## src/rtl/serial_shift_arbiter.sv

```systemverilog
// serial_shift_arbiter
//   Shares one MSB-first serial display channel (sck/sdat/lat) between two
//   frame requesters. Grants round-robin from IDLE, captures the winner's
//   parallel word, shifts it out with a registered divided clock, then spends
//   one LATCH cycle pulsing lat and the winner's ack bit.
//
// Ports
//   i_clk       system clock, all state on rising edge
//   i_clrn      asynchronous active-low reset
//   i_req[1:0]  per-requester frame request (level, held until ack)
//   i_data0/1   frame words, sampled only at grant
//   o_ack[1:0]  one-cycle pulse to the requester whose frame was latched
//   o_busy      high during SHIFT and LATCH
//   o_grant_id  requester of the frame in progress (holds when idle)
//   o_sck       shift clock, receiver samples o_sdat on its rising edge
//   o_sdat      serial data, MSB first
//   o_lat       one-cycle latch strobe after the last bit
module serial_shift_arbiter #(
   parameter int WIDTH = 16,
   parameter int DIV   = 2
) (
   input  logic             i_clk,
   input  logic             i_clrn,
   input  logic [1:0]       i_req,
   input  logic [WIDTH-1:0] i_data0,
   input  logic [WIDTH-1:0] i_data1,
   output logic [1:0]       o_ack,
   output logic             o_busy,
   output logic             o_grant_id,
   output logic             o_sck,
   output logic             o_sdat,
   output logic             o_lat
);

   localparam int BW = $clog2(WIDTH);
   localparam int DW = (DIV > 1) ? $clog2(DIV) : 1;

   typedef enum logic [1:0] {S_IDLE, S_SHIFT, S_LATCH} state_t;

   state_t           r_state;
   logic [WIDTH-1:0] r_shreg;
   logic [BW-1:0]    r_bit;
   logic [DW-1:0]    r_div;
   logic             r_prio;     // requester favoured when both request
   logic [1:0]       r_ack;
   logic             r_busy;
   logic             r_gid;
   logic             r_sck;
   logic             r_sdat;
   logic             r_lat;

   logic             w_win;
   logic [WIDTH-1:0] w_word;

   // With a single request, req[1] is exactly the index of the one that is high.
   assign w_win  = (i_req == 2'b11) ? r_prio : i_req[1];
   assign w_word = w_win ? i_data1 : i_data0;

   always_ff @(posedge i_clk or negedge i_clrn) begin
      if (!i_clrn) begin
         r_state <= S_IDLE;
         r_shreg <= '0;
         r_bit   <= '0;
         r_div   <= '0;
         r_prio  <= 1'b0;
         r_ack   <= 2'b00;
         r_busy  <= 1'b0;
         r_gid   <= 1'b0;
         r_sck   <= 1'b0;
         r_sdat  <= 1'b0;
         r_lat   <= 1'b0;
      end else begin
         case (r_state)
            S_IDLE: begin
               r_sck  <= 1'b0;
               r_sdat <= 1'b0;
               r_lat  <= 1'b0;
               r_ack  <= 2'b00;
               r_busy <= 1'b0;
               if (|i_req) begin
                  r_shreg <= w_word;
                  r_sdat  <= w_word[WIDTH-1];
                  r_gid   <= w_win;
                  r_busy  <= 1'b1;
                  r_bit   <= '0;
                  r_div   <= '0;
                  r_state <= S_SHIFT;
               end
            end
            S_SHIFT: begin
               if (r_div == DW'(DIV - 1)) begin
                  r_div <= '0;
                  if (!r_sck) begin
                     r_sck <= 1'b1;
                  end else begin
                     // End of a bit's high phase: next bit or finish.
                     r_sck <= 1'b0;
                     if (r_bit == BW'(WIDTH - 1)) begin
                        r_sdat  <= 1'b0;
                        r_lat   <= 1'b1;
                        r_ack   <= r_gid ? 2'b10 : 2'b01;
                        r_state <= S_LATCH;
                     end else begin
                        r_bit   <= r_bit + BW'(1);
                        r_shreg <= {r_shreg[WIDTH-2:0], 1'b0};
                        r_sdat  <= r_shreg[WIDTH-2];
                     end
                  end
               end else begin
                  r_div <= r_div + DW'(1);
               end
            end
            S_LATCH: begin
               r_lat   <= 1'b0;
               r_ack   <= 2'b00;
               r_busy  <= 1'b0;
               // Just-served requester loses the next tie.
               r_prio  <= ~r_gid;
               r_state <= S_IDLE;
            end
            default: r_state <= S_IDLE;
         endcase
      end
   end

   assign o_ack      = r_ack;
   assign o_busy     = r_busy;
   assign o_grant_id = r_gid;
   assign o_sck      = r_sck;
   assign o_sdat     = r_sdat;
   assign o_lat      = r_lat;

endmodule
```

## config.mk

```make
export PLATFORM = sky130hd
export DESIGN_NAME = serial_shift_arbiter
export DESIGN_NICKNAME = d
export VERILOG_FILES = /design/src/rtl/serial_shift_arbiter.sv
export SDC_FILE = /design/constraint.sdc
export NUM_CORES = 1
export LEC_CHECK = 0
export CAP_MARGIN = 20
export CORE_UTILIZATION = 50
export CTS_CLUSTER_SIZE = 28
export DETAILED_ROUTE_END_ITERATION = 7
export PLACE_DENSITY = 0.86
export SYNTH_ARGS = -nofsm -noshare
export SYNTH_HDL_FRONTEND = slang
export SYNTH_SLANG_ARGS = --single-unit
```

## constraint.sdc

```tcl
create_clock -name i_clk -period 5.1 [get_ports i_clk]
set_input_delay 0.765 -clock i_clk [delete_from_list [all_inputs] [get_ports i_clk]]
set_output_delay 0.765 -clock i_clk [all_outputs]
set_load 0.02 [all_outputs]
```

==> results of run 1 <==
layout by cell type (no fill, tap or decap), types with 2 or more instances in the layout:
master	Yosys	final
sky130_fd_sc_hd__a21oi_1	3	3
sky130_fd_sc_hd__a31oi_1	13	13
sky130_fd_sc_hd__and3_1	2	2
sky130_fd_sc_hd__clkbuf_4	0	5
sky130_fd_sc_hd__clkdlybuf4s50_1	0	42
sky130_fd_sc_hd__dfrtp_1	30	30
sky130_fd_sc_hd__inv_1	4	4
sky130_fd_sc_hd__mux2i_1	5	5
sky130_fd_sc_hd__nand2_1	38	38
sky130_fd_sc_hd__nand2b_1	3	3
sky130_fd_sc_hd__nand3_1	4	4
sky130_fd_sc_hd__nor2_1	4	4
sky130_fd_sc_hd__nor3_1	3	3
sky130_fd_sc_hd__o21ai_0	11	11
sky130_fd_sc_hd__o22ai_1	14	14
per-layer routing:
layer	global-route usage, %	up-vias
met3	8.14	5
met5	0	-
met2	36.7	36
li1	-	647
met4	5.57	0
met1	23.4	593
cell type report:
cell class / instances / area share (%)
multi-input cells: 114 / 33.5
inverters: 4 / 0.773
well taps: 31 / 2.00
repair buffers: 43 / 22.0
clock buffers: 7 / 2.83
clock inverters: 1 / 0.258
flip-flops and latches: 30 / 38.6
worst min-delay path by stage:
stage,startpoint,to,depth (start not counted)
floorplan,r_prio$_DFFE_PN0N_,r_prio$_DFFE_PN0N_,2
global placement,o_lat$_DFFE_PN0P_,o_lat$_DFFE_PN0P_,1
detailed placement,o_lat$_DFFE_PN0P_,o_lat$_DFFE_PN0P_,1
CTS,o_lat$_DFFE_PN0P_,o_lat$_DFFE_PN0P_,1
global route,o_lat$_DFFE_PN0P_,o_lat$_DFFE_PN0P_,1
finish,o_lat$_DFFE_PN0P_,o_lat$_DFFE_PN0P_,1
stage by stage:
| stage | cell area (um^2) | hold WS (ns) | setup WS, ns | utilization, % |
|---|---|---|---|---|
| 2_1_floorplan | 1470 | 0.461 | 3.37 | - |
| 3_3_place_gp | 1880 | 0.462 | 2.74 | 68.3 |
| 3_5_place_dp | 1880 | 0.473 | 2.65 | 68.3 |
| 4_1_cts | 1940 | 0.493 | 2.94 | 70.5 |
| 5_1_grt | 1940 | 0.509 | 2.86 | 70.5 |
| 6_report | 1940 | 0.489 | 2.95 | 70.5 |
flip-flops by register name (all words and copies together) (netlist names), 2 cells and up:
name / cells
o_ack: 2
r_bit: 4
r_shreg: 15
r_state: 2
worst reg2reg max path, delay by kind of cell (launching register included):
kind                       cells  cell delay [ns]
AOI/OAI and AO/OA              2             0.36
adders and majority gates      1             0.26
DFF                            1             0.42
and+or+nand+nor                2             0.82
cell families after synthesis:
logic type	count (synthesis)	synth area share (%)
simple gates	61	18.9
buf+inv	12	4.36
mux	6	4.18
flops	30	51.2
fa+ha+maj	1	0.854
compound gates	46	20.5
report_power, final:
| part | switching, mW | internal [mW] |
|---|---|---|
| Sequential | 0.0835 | 0.346 |
| Clock | 0.0819 | 0.0667 |
| Combinational | 0.234 | 0.212 |
==> results list, run 1 <==
- Ranking of synthesized cells by instance count: 38 x sky130_fd_sc_hd__nand2_1, 30 x sky130_fd_sc_hd__dfrtp_1, 14 x sky130_fd_sc_hd__o22ai_1
- Total routed wirelength: about 3.1 mm
- Crit path max fanout: 5
- The largest single stage delay on the critical path is 0.63 ns.
* Reg-to-Reg Start: r_bit[0]$_DFFE_PN0P_
- In this run the cell area of the synthesized design comes to about 1500 um^2.
- The number of cells on the worst reg-to-reg path is 5.
- Sorting the synthesized cells by area gives the leading types as sky130_fd_sc_hd__dfrtp_1 51%, sky130_fd_sc_hd__nand2_1 9.7%, sky130_fd_sc_hd__o22ai_1 6.0%.
- For this design, the CTS-stage hold fixing added 0 buffers.
- From bottom edge to top edge, the die measures approximately 56 um.
- Via count of the first global-routing pass: 1173
- Global-route wire length before repair: approximately 5 mm
- The repair_antennas step left the layout with diodes totalling 0.
- Total instance count after detailed placement: 222
- In this run the core area contains 19 standard-cell rows.
* Yosys cell types: 30
- The final critical path takes up 42.1% of the cycle.
- In this run the critical register-to-register path is captured at r_shreg[3]$_DFFE_PN0P_.
- Max-cap violations in this run came to 0.
* Clock latency on the worst-skew pair: 0.33 ns
- Die span in x: ~56 um
- Most used flip-flop cell after synthesis: sky130_fd_sc_hd__dfrtp_1
* Worst-case clock skew: 0.00359 ns
- Deepest clock path buffer count: 2
- In the detailed route, the total length drawn on met3 is 167 um.
- Total of fill cells in the finished design: 205
- Weighted congestion reported at the end of routability-driven placement: 0.743
* Post-synth EDFFs: 0
- Instance count on the critical path: 1
- Clock-pin slew was measured on the worst setup and hold paths at 0.09 ns.
* Cell chain of the critical path: clkdlybuf4s50_1
- Sink Count: 30
- For the pin with the worst max-slew slack, the measured transition is 0.846 ns.
* Root buf cell: sky130_fd_sc_hd__clkbuf_4
* Static power due to leakage: 0.825 nW
* Mean routed wirelength per cell: 13.3 um
- The number of nets in the synthesized netlist is 193.
* Quantity of I/O buffers inserted on ports: between 40 and 50
* Pwr per Cell Area: between 500 and 600 nW/um^2
- Area occupied by multi-input gates: 651 um^2
- Starting utilization of the core area: 53.1%
* Endpoint class of the critical path: primary output
- Synthesized flop and latch total: 30
- Setup TNS after final layout: 0 ns
- Area occupied by registers: 751 um^2
- Post-CTS setup repair buffer count: 0
- Once detail routing completed, the nets flagged for antenna violations numbered 0.
* Count of buffer and inverter cells on the critical path: 1
- TritonCTS clock tree: built
* Post-CTS Resized: 0
- The first routing iteration left 19 violations.
- After global routing the overflow that remains totals 0.
* Average footprint of a synthesized cell: roughly 9.4 um^2
- Routed length on met1: ~1.3 mm
* Arrival time at the worst endpoint: 1.38 ns
- Cell count after synthesis: 156
* Source of the critical timing path: o_sck$_DFFE_PN0P_
* Required arrival time at the worst endpoint: 4.34 ns
* Core Box Area: 2760 um^2
- 1st-pass router iterations: 4
* PnR Total Power: 1.02 mW
* Met2 routed WL: between 1.5 and 2 mm
- Of the cells placed in the final design, the portion with a size suffix greater than 1 is 6.03%.
- Combined global-route utilization of all metal layers: 20.9%
- Remaining routing DRC violations: 0
- Setup Crit Path Kind: reg2out
* Fraction of the yosys area taken by sequential cells: ~51%
* Last element of the critical path: o_sck
- Unrepaired setup endpoints after global routing: false
- Number of endpoints with negative hold slack in the final report: 0
- The number of antenna violations at the first check in global routing was 0.
- For flop-to-flop paths, the worst setup slack is 3.08 ns.
- The top cell type by area accounts for 51.2% of the synthesized area.
- The synthesized design spends more area on one cell type than any other, namely sky130_fd_sc_hd__dfrtp_1.
* Setup violations, final: 0
* Most numerous cell in the Yosys netlist: sky130_fd_sc_hd__nand2_1
* Num CTS Buffers: 5
- Worst IR Drop VDD: 0.369 mV
* Final min period: 2.15 ns
* Type of element launching the critical path: flop
* Maximum number of pins on one net before global-route repair: 31
- Highest Signal Layer: met4
- Detailed-route via count: around 1.3k
* Syn-to-layout area delta: 32.6%
* Total count of max-transition violations in the final report: 0
* Crit-path slowest cell: sky130_fd_sc_hd__clkdlybuf4s50_1
- Mean number of vias per cell: 5.57
- Synth async-reset ratio: 100%
- Yosys warning total: 0
- Post-route insts no fill: 230
- The floorplan step defined a die boundary enclosing 3150 um^2.
- The wire-length estimate of the detail-placed layout is 2.21 mm.
- 43 I/O pins were placed.
* Outcome: completed
- Tightest slew margin relative to the limit: between 40% and 50%
- Final-stage net count: 235
- The H-tree was split into 2 levels.
- Top delay family on crit path: buffers and inverters
* Path type of the worst min-delay path: reg2reg
- Based on the critical path, the design can be clocked at up to between 400 and 500 MHz.
Power figures use the tool's default switching activity.
==> inputs of run 2 (changes only) <==
--- a/config.mk
+++ b/config.mk
@@ -6,10 +6,10 @@
 export NUM_CORES = 1
 export LEC_CHECK = 0
 export CAP_MARGIN = 20
-export CORE_UTILIZATION = 50
+export CORE_UTILIZATION = 46
 export CTS_CLUSTER_SIZE = 28
 export DETAILED_ROUTE_END_ITERATION = 7
-export PLACE_DENSITY = 0.86
+export PLACE_DENSITY = 0.8
 export SYNTH_ARGS = -nofsm -noshare
 export SYNTH_HDL_FRONTEND = slang
 export SYNTH_SLANG_ARGS = --single-unit
==> constraint.sdc (replaced) <==
create_clock -name i_clk -period 2 [get_ports i_clk]
set_input_delay 0.3 -clock i_clk [delete_from_list [all_inputs] [get_ports i_clk]]
set_output_delay 0.3 -clock i_clk [all_outputs]
set_load 0.02 [all_outputs]
==> run 2 against run 1 <==
Net effect:
- sequential cell count did not move
- setup slack got worse by 2.8 ns
- die area increased by 8.4%
- clock skew is 0.010 ns higher
- register-to-register slack got worse by 3.0 ns
- sequential power increased to 2.5 times the previous value
- worst hold slack got worse by 0.15 ns
- final area up 3.8%
- first-iteration DRC count grew to 2.7 times the previous value
- critical endpoint is now r_shreg[11]$_DFFE_PN0P_
- largest cell class unchanged
==> results list, run 2 (synthesis gave the netlist of run 1 again) <==
* Num CTS Buffers: 5
- Setup slack closes at between 0.1 and 0.15 ns.
* Core Box Area: 3030 um^2
- Type of element launching the critical path: flop
* Source of the critical timing path: r_state[0]$_DFFE_PN0P_
- Cell internal pwr: 1.67 mW
- The register with the most flip-flops in the layout has 15 of them.
- Remaining routing DRC violations: 0
- H-tree depth: 2
- Setup Crit Path Kind: reg2reg
- In the layout the commonest cells are 42 x sky130_fd_sc_hd__clkdlybuf4s50_1, 38 x sky130_fd_sc_hd__nand2_1, 30 x sky130_fd_sc_hd__dfrtp_1.
* Final min period: roughly 1.9 ns
- Combinational group share of total power: between 40% and 50%
- In the final layout, the registers with the most flip-flops are r_shreg x15, r_bit x4.
* Number of DRC markers in iteration 0: 51
* HPWL Detailed: 2.55 mm
- Total of fill cells in the finished design: ~240
- After detailed routing, the number of vias per cell comes to 5.38.
- In this run the deepest clock path goes through 2 buffers.
- Timing would allow up to 528 MHz.
* Reg-to-Reg Start: r_state[0]$_DFFE_PN0P_
- Detailed-route via count: 1345
* Mean routed wirelength per cell: 13.8 um
- The clock net in this run drives a total of 30 sinks.
* TritonCTS clock tree: built
* Total instance count after detailed placement: 239
- Syn-to-layout area delta: 37.7%
* Cell chain of the critical path: or2_1, nor2_1, a31oi_1
- 1st-pass router iterations: 6
- Global routing consumed, over all layers together, 22.9% of the routing resources.
- Leaving out filler cells and counting taps, the final layout contains 250.
- The count of final hold-check violations was 0.
* Worst-path clk slew: 0.10 ns
* Root buf cell: sky130_fd_sc_hd__clkbuf_4
- Row generation in the floorplan step produced 20 rows.
- Per report_power, the clock group accounts for 13.7% of the total.
- Entering global routing, the biggest net connects 31 pins.
- Prior to clock tree synthesis, the placed netlist has a worst setup slack of -0.0242 ns.
- Sequential cells burn 40.0% of the power.
- Required arrival time at the worst endpoint: 2.15 ns
- Aggregate global routing overflow: 0
* Most common cell after layout, fill and taps aside: sky130_fd_sc_hd__clkdlybuf4s50_1
- End of the worst register-to-register path: r_shreg[11]$_DFFE_PN0P_
* I/O Pins: 43
* Antenna cell count: 0
- Final-stage net count: 242
- In the finished design, the share of the clock period the worst path needs comes to a little over nine tenths.
- The number of global-route vias before repair came to 1349.
- Fraction of power spent switching nets: 38.9%
- Weighted congestion reported at the end of routability-driven placement: a little under 0.8
- The count of nets left with antenna violations once routing finished came out at 0.
* Clock latency on the worst-skew pair: 0.33 ns
- After clock tree synthesis, the flow added hold-fix buffers numbering 0.
- Across the routed clock network, the largest skew measured is approximately 0.014 ns.
* Vertical extent of the die: 58.4 um
- Number of max-cap violations: 0
- Summed over all cells, the static leakage comes to 0.861 nW.
* Total routed wirelength: 3.45 mm
- Across the VDD grid, the largest voltage drop is 0.597 mV.
* Last element of the critical path: r_shreg[11]$_DFFE_PN0P_
* Depth of the worst register-to-register path: 3
- Net load switching power: ~1.1 mW
* Tightest slew margin relative to the limit: 43.7%
* Quantity of I/O buffers inserted on ports: 42
- Area of the die: 3410 um^2
- Crit-path slowest cell: sky130_fd_sc_hd__nor2_1
- Cells fill 66.6% of the core in the end.
* Endpoint class of the critical path: flop
* Path type of the worst min-delay path: in2async
- Total count of max-transition violations in the final report: 0
* Fraction of final layout cells sized beyond drive strength 1: 9.71%
- Die span in x: 58.4 um
* Worst hold slack: roughly 0.34 ns
* Outcome: completed
- Setup violations remaining at the end of the flow were counted as 0.
- Worst stage delay on the critical path: 0.67 ns
- Global-route wire length before repair: ~5.8 mm
- Of all nets on the critical path, the largest fanout is 14.
* Starting utilization of the core area: a little under 50%
* Arrival time at the worst endpoint: 2.05 ns
- Setup repair after global routing left no endpoint under its margin.
* Tightest Pin Transition: 0.841 ns
- Counting flops per register, the top entry is r_shreg.
- In this run the power density over the cells is ~1400 nW/um^2.
- The number of antenna violations at the first check in global routing came to 0.
- Reg2reg setup slack: 0.11 ns
## run 2: cell types whose count changed in the layout (fill, tap and decap cells not counted), sizes merged
cell / change
buf: +7
## run 2: per-stage QoR
step           TNS [ns]  total power, mW  area, um^2
3_3_place_gp          0             2.22        1930
5_1_grt               0             2.94        2020
4_1_cts               0             2.68        1990
2_1_floorplan         0             1.92        1470
6_report              0             2.73        2020
3_5_place_dp    -0.0720             2.29        1930
## run 2: worst min-delay path by stage
stage                                 endpoint  cells after the start  slack (ns)              start
after floorplan           o_ack[0]$_DFFE_PN0P_                      0       0.004             i_clrn
after global placement       o_lat$_DFFE_PN0P_                      1        0.46  o_lat$_DFFE_PN0P_
after detailed placement     o_lat$_DFFE_PN0P_                      1        0.48  o_lat$_DFFE_PN0P_
after CTS                 o_ack[0]$_DFFE_PN0P_                      2        0.34             i_clrn
after global routing        r_prio$_DFFE_PN0N_                      2        0.38             i_clrn
final                       r_prio$_DFFE_PN0N_                      2        0.34             i_clrn
## run 2: power by group through the flow
stage	combinational, mW	sequential, mW	clock [mW]
5_1_grt	1.40	1.12	0.416
2_1_floorplan	0.808	1.11	0
6_report	1.26	1.09	0.375
4_1_cts	1.21	1.09	0.385
3_5_place_dp	1.19	1.10	0
3_3_place_gp	1.13	1.09	0
## run 2: area by class of cell
class	instances	area (um^2)	area share, %
sequential	30	751	37.2
multi-input combinational	114	656	32.5
timing repair buffer	50	480	23.8
clock buffer	7	55.1	2.73
tap	44	55.1	2.73
inverter	4	15.0	0.744
clock inverter	1	5.00	0.248
## run 2: what timing repair did
| item | CTS | global route |
|---|---|---|
| pin swaps | 0 | 1 |
| buffers inserted | 0 | 3 |
| setup endpoints to repair | 1 | 13 |
| gates resized for setup | 1 | 0 |
## run 2: per-layer routing
metal | track usage [%] | part of all wire, % | vias to the layer above
li1 | - | - | 655
met1 | 25.2 | 41 | 634
met2 | 41.2 | 52 | 50
met3 | 8.79 | 5.0 | 6
met4 | 5.78 | 2.1 | 0
met5 | 0 | 0 | -
## run 2: critical path, delay by kind of cell, from the launching register on
family	cells	cell delay (ns)
AO/OA/AOI/OAI	1	0.20
flip-flops	1	0.49
AND/OR/NAND/NOR	2	1.03
